## config.mk

```make
export PLATFORM = sky130hd
export DESIGN_NAME = instr_fetch_unit_flat
export DESIGN_NICKNAME = d
export VERILOG_FILES = /design/src/rtl/instr_fetch_unit_pkg.sv /design/src/rtl/instr_fetch_unit_if.sv /design/src/rtl/instr_fetch_unit_timeout_ctr.sv /design/src/rtl/instr_fetch_unit.sv /design/src/flat_wrapper.sv
export SDC_FILE = /design/constraint.sdc
export NUM_CORES = 1
export LEC_CHECK = 0
export CORE_ASPECT_RATIO = 1.25
export CORE_UTILIZATION = 40
export DETAILED_ROUTE_END_ITERATION = 10
export PLACE_DENSITY = 0.74
export REMOVE_ABC_BUFFERS = 1
export SYNTH_ARGS = -nofsm -noshare
export SYNTH_HDL_FRONTEND = slang
export SYNTH_SLANG_ARGS = --single-unit
```

## constraint.sdc

```tcl
create_clock -name clk -period 2 [get_ports clk]
set_input_delay 0.5 -clock clk [delete_from_list [all_inputs] [get_ports clk]]
set_output_delay 0.5 -clock clk [all_outputs]
set_load 0.005 [all_outputs]
```

## src/rtl/instr_fetch_unit_pkg.sv

```systemverilog
// Shared definitions for the instruction fetch stage: state encoding and PC arithmetic constants.
package instr_fetch_unit_pkg;

    typedef enum logic [1:0] {
        StIdle = 2'd0,
        StReq  = 2'd1,
        StDone = 2'd2
    } fetch_state_e;

    localparam int unsigned WORD_BYTES     = 4;
    localparam int unsigned PC_READ_OFFSET = 8;

    function automatic logic [31:0] align_word(input logic [31:0] addr);
        return {addr[31:2], 2'b00};
    endfunction

endpackage

```

## src/rtl/instr_fetch_unit_if.sv

```systemverilog
// Instruction memory read port: request/address out, data/acknowledge back.
interface instr_fetch_unit_if;
    logic        mem_req;
    logic [31:0] mem_addr;
    logic [31:0] mem_rdata;
    logic        mem_ack;

    modport master (output mem_req, output mem_addr, input mem_rdata, input mem_ack);
    modport slave  (input mem_req, input mem_addr, output mem_rdata, output mem_ack);
endinterface

```

## src/rtl/instr_fetch_unit_timeout_ctr.sv

```systemverilog
// Request-age counter; tc_o flags the last cycle a request may wait before being abandoned.
module fetch_timeout_ctr #(
    parameter int unsigned Limit = 16
) (
    input  logic clk,
    input  logic reset,
    input  logic clr_i,
    input  logic inc_i,
    output logic tc_o
);
    localparam int unsigned W = (Limit > 2) ? $clog2(Limit) : 1;

    logic [W-1:0] count_q, count_d;

    always_comb begin
        count_d = count_q;
        if (clr_i) begin
            count_d = '0;
        end else if (inc_i) begin
            count_d = count_q + 1'b1;
        end
    end

    always_ff @(posedge clk) begin
        if (reset) begin
            count_q <= '0;
        end else begin
            count_q <= count_d;
        end
    end

    assign tc_o = (count_q == W'(Limit - 1));
endmodule

```

## src/rtl/instr_fetch_unit.sv

```systemverilog
// Multicycle fetch stage: holds the PC, reads one word per fetch, and feeds the extender/decoder.
module instr_fetch_unit
    import instr_fetch_unit_pkg::*;
#(
    parameter logic [31:0] RESET_PC = 32'h0000_0000,
    parameter int unsigned TIMEOUT  = 16
) (
    input  logic                      clk,
    input  logic                      reset,
    input  logic                      fetch_start,
    input  logic                      pc_load,
    input  logic [31:0]               pc_next,
    instr_fetch_unit_if.master        mem,
    output logic [31:0]               instr,
    output logic [23:0]               instr_imm,
    output logic [3:0]                instr_rot,
    output logic [31:0]               pc,
    output logic [31:0]               pc_plus8,
    output logic                      busy,
    output logic                      fetch_done,
    output logic                      fetch_err
);
    fetch_state_e state_q, state_d;
    logic [31:0]  pc_q, pc_d;
    logic [31:0]  instr_q, instr_d;
    logic [31:0]  pend_pc_q, pend_pc_d;
    logic         pend_vld_q, pend_vld_d;
    logic         err_q, err_d;
    logic         cnt_clr, cnt_inc, cnt_tc;

    fetch_timeout_ctr #(
        .Limit(TIMEOUT)
    ) u_timeout_ctr (
        .clk  (clk),
        .reset(reset),
        .clr_i(cnt_clr),
        .inc_i(cnt_inc),
        .tc_o (cnt_tc)
    );

    always_comb begin
        state_d    = state_q;
        pc_d       = pc_q;
        instr_d    = instr_q;
        pend_pc_d  = pend_pc_q;
        pend_vld_d = pend_vld_q;
        err_d      = err_q;
        cnt_clr    = 1'b1;
        cnt_inc    = 1'b0;
        unique case (state_q)
            StIdle, StDone: begin
                // Redirect lands before the fetch so the first request uses the new PC.
                if (pc_load) pc_d = align_word(pc_next);
                state_d = fetch_start ? StReq : StIdle;
            end
            StReq: begin
                if (mem.mem_ack) begin
                    instr_d = mem.mem_rdata;
                    if (pc_load) begin
                        pc_d = align_word(pc_next);
                    end else if (pend_vld_q) begin
                        pc_d = pend_pc_q;
                    end else begin
                        pc_d = pc_q + 32'(WORD_BYTES);
                    end
                    pend_vld_d = 1'b0;
                    state_d    = StDone;
                end else if (cnt_tc) begin
                    err_d      = 1'b1;
                    pend_vld_d = 1'b0;
                    state_d    = StIdle;
                end else begin
                    cnt_clr = 1'b0;
                    cnt_inc = 1'b1;
                    if (pc_load) begin
                        pend_vld_d = 1'b1;
                        pend_pc_d  = align_word(pc_next);
                    end
                end
            end
            default: state_d = StIdle;
        endcase
    end

    always_ff @(posedge clk) begin
        if (reset) begin
            state_q    <= StIdle;
            pc_q       <= RESET_PC;
            instr_q    <= 32'h0;
            pend_pc_q  <= 32'h0;
            pend_vld_q <= 1'b0;
            err_q      <= 1'b0;
        end else begin
            state_q    <= state_d;
            pc_q       <= pc_d;
            instr_q    <= instr_d;
            pend_pc_q  <= pend_pc_d;
            pend_vld_q <= pend_vld_d;
            err_q      <= err_d;
        end
    end

    assign mem.mem_req  = (state_q == StReq);
    assign mem.mem_addr = pc_q;
    assign busy         = (state_q == StReq);
    assign fetch_done   = (state_q == StDone);
    assign fetch_err    = err_q;
    assign instr        = instr_q;
    assign instr_imm    = instr_q[23:0];
    assign instr_rot    = instr_q[11:8];
    assign pc           = pc_q;
    assign pc_plus8     = pc_q + 32'(PC_READ_OFFSET);
endmodule

```

## src/flat_wrapper.sv

```systemverilog
// flat-port wrapper written by rule: the top's interface ports become plain ports
module instr_fetch_unit_flat import instr_fetch_unit_pkg::*;
#(
    parameter logic [31:0] RESET_PC = 32'h0000_0000,
    parameter int unsigned TIMEOUT  = 16
)
  (clk, reset, fetch_start, pc_load, pc_next, instr, instr_imm, instr_rot, pc, pc_plus8, busy, fetch_done, fetch_err, mem_mem_req, mem_mem_addr, mem_mem_rdata, mem_mem_ack);
  instr_fetch_unit_if mem_i ();
  input  logic clk;
  input  logic reset;
  input  logic fetch_start;
  input  logic pc_load;
  input  logic [31:0] pc_next;
  output logic [31:0] instr;
  output logic [23:0] instr_imm;
  output logic [3:0] instr_rot;
  output logic [31:0] pc;
  output logic [31:0] pc_plus8;
  output logic busy;
  output logic fetch_done;
  output logic fetch_err;
  output wire logic [$bits(mem_i.mem_req)-1:0] mem_mem_req;
  output wire logic [$bits(mem_i.mem_addr)-1:0] mem_mem_addr;
  input wire logic [$bits(mem_i.mem_rdata)-1:0] mem_mem_rdata;
  input wire logic [$bits(mem_i.mem_ack)-1:0] mem_mem_ack;
  assign mem_mem_req = mem_i.mem_req;
  assign mem_mem_addr = mem_i.mem_addr;
  assign mem_i.mem_rdata = mem_mem_rdata;
  assign mem_i.mem_ack = mem_mem_ack;
  instr_fetch_unit #(.RESET_PC(RESET_PC), .TIMEOUT(TIMEOUT)) u_core (.clk(clk), .reset(reset), .fetch_start(fetch_start), .pc_load(pc_load), .pc_next(pc_next), .mem(mem_i), .instr(instr), .instr_imm(instr_imm), .instr_rot(instr_rot), .pc(pc), .pc_plus8(pc_plus8), .busy(busy), .fetch_done(fetch_done), .fetch_err(fetch_err));
endmodule
```

[After elaboration in Yosys (flattened, before gate mapping)]
Index checks and enable logic that the tools add are counted.
W data, S select, Z words.
Storage, ports and cells
  bits in registers: 102
  output and inout bits: 160
Operators by class
  muxes and demuxes: 18
  bitwise logic cells: 2
  add/subtract/negate cells: 3
  reductions and logical operators: 10
  equal/unequal tests: 6
Operator list (count)
  $mux W32: 4
  $pmux W32 S2: 1
  $add A32 B3 Y32 const B: 1
  $add A32 B4 Y32 const B: 1
  $mux W1: 10
  $reduce_and A3 Y1: 2
  $add A4 B1 Y4 const B: 1
  $eq A4 B4 Y1 const B: 1
  $mux W2: 2
  $pmux W2 S2: 1
  $reduce_and A2 Y1: 2
  $reduce_and A4 Y1: 1
  $reduce_or A2 Y1: 2
  $ne A3 B1 Y1 const B: 1
  $reduce_bool A3 Y1: 1
  $eq A2 B1 Y1 const B: 1
  $eq A2 B2 Y1 const B: 1
  $logic_not A2 Y1: 1
  $ne A2 B1 Y1 const B: 1
  $ne A2 B2 Y1 const B: 1
  $not A1 Y1: 2
  $reduce_bool A2 Y1: 1

[Depth between registers and ports, before layout]
  depth after elaboration: 5
  depth in mapped cells: 8

[Hierarchy]
From an unflattened synthesis, not the netlist that was laid out.
Unflattened totals
  cells, all modules: 777
  area total of the unflattened synthesis: 5763.0 sq um
By module, submodules not included
  instr_fetch_unit: times used 1, cells an instance 759, area an instance 5579.1 sq um
  fetch_timeout_ctr: times used 1, cells an instance 18, area an instance 183.9 sq um

[Worst setup path after synthesis]
OpenSTA, ideal clock, no wires.
  kind: register -> output
  from: register u_core.pc_q[3] (netlist: u_core.mem.mem_addr[3])
  to: output pc_plus8[29]
  setup slack: -0.198 ns
  data arrival time: 1.698 ns
  buffers on the path: 1
  required time: 1.500 ns
  stages on the path, launching flop included: 7
  cell sequence: dfxtp_1 -> ha_1 -> buf_6 -> nand4_4 -> nor4_4 -> nand4_1 -> xnor2_1
Between the ends
  word-level cells in the longest chain between the ends: 1
RTL lines
  from (decl): line instr_fetch_unit.sv:24  | logic [31:0] pc_q, pc_d;
  from (signal assigned): line instr_fetch_unit.sv:95  | pc_q <= pc_d;
  $add A32 B4 Y32: line instr_fetch_unit.sv:112  | assign pc_plus8 = pc_q + 32'(PC_READ_OFFSET);
  to (decl): line flat_wrapper.sv:18  | output logic [31:0] pc_plus8;
Every way passes these cells.

[Worst setup path after layout]
  from: register u_core.pc_q[5] (netlist: u_core.mem.mem_addr[5])
  to: output pc_plus8[30]
The elaborated chain is that of the path after synthesis.

==> results.cfg <==
[synth]
yosys.area.top_type = dfxtp_1
ys_top_cells_by_area = dfxtp_1 34%, nand2_1 12%, buf_4 9.5%, a21oi_1 8.4%, xor2_1 3.0%
postSynthAreaPerCell_um2 = 7.614
async_flop_share_pct = 0
ys_warn_count = 0
synth-edff-count = 0
ys.flop_type = dfxtp_1
syn_inst = 765
synth.distinct_cells = 64
synth_top_area_share_pct = 34.37
syn-cell-area_um2 = 5824
ys_ff_latch = 100
yosysSeqAreaShare_pct = 34.37

[setup_path]
reg2reg_depth = 9
critPathRequiredTime_ns = 1.50
cp.arrival_ns = 1.87
rrSetupSlack_ns = -0.04
cp-end-kind = output port
worst_setup_path_start_kind = flop
r2r_start = u_core.mem.mem_addr[8]$_SDFFE_PP0P_
crit_fanout = 3
timing.rr.end = u_core.mem.mem_addr[21]$_SDFFE_PP0P_
criticalPathCategory = flop to output port

[power_and_ir_drop]
vdd_drop_max_mv = 0.3652
pwr-share-clk_pct = 34.0
comb_power_share_pct = 25.9
p_switching_w = 0.001509
p_per_area_nw_per_um2 = 582.9
seqPwrFrac_pct = 40.2
sw_frac_of_total_pct = 27.95
p_leak_nw = 3.906
p_int_w = 0.003889

[sta]
setup_viol = 24
hold_viol = 0
fmax_ghz = 0.4220
fin_crit_sh_pct = 118.5
fin_crit_ns = 2.369
tns_ns = -5.179
finClkSkew_ns = 0.01033
maxSlewViolCount = 0
rsz0062_at_grt = true
setup_slack_ns = -0.3695

[clock_network]
insertion_delay_ns = 0.35
clk_path_buf_depth = 2
numClockSinks = 100
cts-root-buf = clkbuf_16
htree_levels = 3
numCtsBuffers = 9
cts_tree = built
clk_pin_slew_ns = 0.07

[cells_and_area]
fin_util_pct = 66.17
fin_area_um2 = 9260
drive_above_1_share_pct = 26.44
fill_cells = 1114
multi_input_area_um2 = 3307
register_area_um2 = 2024
num_antenna_cells = 0
layout.nets = 1088
syn2layout_area_growth_pct = 58.99

[routing]
first_pass_iters = 5
antenna_left = 0
vias_per_cell = 5.528
wl_per_cell_um = 17.40
drt_iter0_markers = 395
num_vias = 6611
drc = 0
routed_wirelength_um = 20810

[hold_path]
min_from = u_core.pend_pc_q[22]$_SDFFE_PP0P_
hold_path_end = u_core.pend_pc_q[22]$_SDFFE_PP0P_
whs_path_depth = 2
holdCritPathClass = flop to flop

[placement]
routabilityCongestion = 0.8819
dp_hpwl_um = 13620
placed_area_um2 = 8257
portBuffers = 220

[grt]
overflow = 0
grt_pass1_vias = 6213
met2_usage_pct = 46.22
gr-usage-met1_pct = 29.11
busiest_layer = met2
grt_max_degree = 44
grt_use_total_pct = 26.29
antenna_found_initial = 0
grt_pass1_wl_um = 30610
grtUsageMet3_pct = 6.095

[floorplanning]
fp.dieArea_um2 = 15050
die_height_um = 136.9
core_area_um2 = 13990
initial_core_util_pct = 41.62
rows = 48
io_pins = 229
dieWidth_um = 109.9

[outcome]
status = complete, but fails checks
violations = setup timing

[job]
drv_cap = 0
[layer usage]
metal	wire [µm]	part of all wire (%)
met5	0	0
met3	2100	10
met1	7567	36
met4	886	4.3
met2	10260	49
[worst max-delay path by stage]
stage	from	end	slack, ns	depth (start not counted)
5_1_grt	u_core.mem.mem_addr[7]$_SDFFE_PP0P_	pc_plus8[29]	-0.46	9
6_report	u_core.mem.mem_addr[5]$_SDFFE_PP0P_	pc_plus8[30]	-0.37	7
3_3_place_gp	u_core.mem.mem_addr[4]$_SDFFE_PP0P_	pc_plus8[29]	-0.47	7
3_5_place_dp	u_core.mem.mem_addr[4]$_SDFFE_PP0P_	pc_plus8[25]	-0.51	7
4_1_cts	u_core.mem.mem_addr[5]$_SDFFE_PP0P_	pc_plus8[29]	-0.34	9
2_1_floorplan	pc_load	u_core.mem.mem_addr[25]$_SDFFE_PP0P_	-0.62	5
[kinds of logic (layout without fill, tap and decap cells)]
kind of cell               count (synthesis)  count (layout)  synth area share [%]
muxes                                      5               5                0.9237
xor gates and xnor gates                  39              39                 5.865
other                                      1               6               0.06439
AOI/OAI and AO/OA                        160             160                 16.24
DFF                                      100             100                 34.37
adders and majority gates                  3               3                0.6445
buffers and inverters                    136             387                 15.57
and+or+nand+nor                          321             321                 26.32
[placed cells by master, fill, tap and decap left out, types with 3 or more instances in the layout]
cell,n
xor2_1,19
nand3_4,4
nand4_4,4
nor4_4,3
nand4_1,10
nor2_1,28
o21ai_0,11
o211ai_1,8
a21oi_1,97
nand2_1,176
nor3_1,8
dfxtp_2,15
inv_1,7
nand3_1,27
and3_4,4
clkdlybuf4s50_1,178
nor3_4,4
and3_1,11
buf_4,106
and4_1,3
nand2_2,4
o2bb2ai_1,4
xnor2_1,14
nand2b_1,3
dlymetal6s2s_1,14
o22ai_1,5
clkbuf_16,9
nor3_2,4
buf_12,5
buf_6,31
mux2_2,3
xnor2_2,5
nor2_4,4
a311oi_1,3
dfxtp_1,84
conb_1,6
buf_2,26
a31oi_1,4
[cells in the mapped netlist (all sizes together), types with 2 or more instances]
library cell / instances
nand2: 181
xor2: 20
buf: 86
nor3: 16
inv: 8
o211ai: 8
o21ai: 14
a21oi: 99
a221oi: 3
o22ai: 5
o41ai: 2
clkbuf: 42
nand4: 14
a211o: 2
a211oi: 4
and3: 15
nand3: 33
nor4: 4
ha: 3
o2bb2ai: 4
a31oi: 5
or3: 3
nor3b: 2
xnor2: 19
nor2: 34
a32o: 2
nand2b: 4
o311ai: 2
a311oi: 3
mux2: 3
dfxtp: 100
and4: 6
mux2i: 2
[power groups by stage]
stage	Combinational [W]	Sequential (W)	Clock (W)
final	0.00140	0.00217	0.00183
after global routing	0.00150	0.00218	0.00194
after CTS	0.00133	0.00216	0.00186
after detailed placement	0.00131	0.00220	0
after global placement	0.00130	0.00219	0
after floorplan	0.000320	0.00229	0
[worst max-delay path, cell delays in order (launching register included)]
cell and delay, ns:
dfxtp_2 0.35, and3_4 0.19, and3_4 0.20, nand4_4 0.12, buf_6 0.16, nor3_4 0.17
xor2_1 0.19, buf_2 0.14
[metrics by stage]
step / cells / hold slack (ns) / setup slack (ns) / power, W
global placement: 1144 / 0.4363 / -0.4679 / 0.003492
global route: 1196 / 0.4673 / -0.4625 / 0.005620
detailed placement: 1144 / 0.4425 / -0.5139 / 0.003502
finish: 1196 / 0.4517 / -0.3695 / 0.005398
floorplan: 642 / 0.4179 / -0.6207 / 0.002607
CTS: 1183 / 0.4512 / -0.3391 / 0.005357
[what timing repair did]
action | in CTS | in global routing
gates resized for setup | 171 | 71
pin swaps | 31 | 27
setup buffers | 24 | 16
hold buffers | 0 | 0
setup endpoints to repair | 41 | 58
[area by class of cell]
type                    count  share of cell area (%)
multi-input cells         534                   35.71
clock buffers              11                   2.729
clock inverters             5                  0.6486
flip-flops and latches    100                   21.86
repair buffers            363                   36.36
well taps                 175                   2.365
inverters                   8                  0.3243
[sequential cells by signal, summed over array words and instances (netlist names)]
register and count:
u_core.pend_vld_q 1, u_core.u_timeout_ctr.count_q 4, u_core.mem.mem_addr 30, u_core.fetch_err 1, u_core.instr 32, u_core.state_q 2, u_core.pend_pc_q 30
Note: power is estimated with default switching activity, not from simulation.
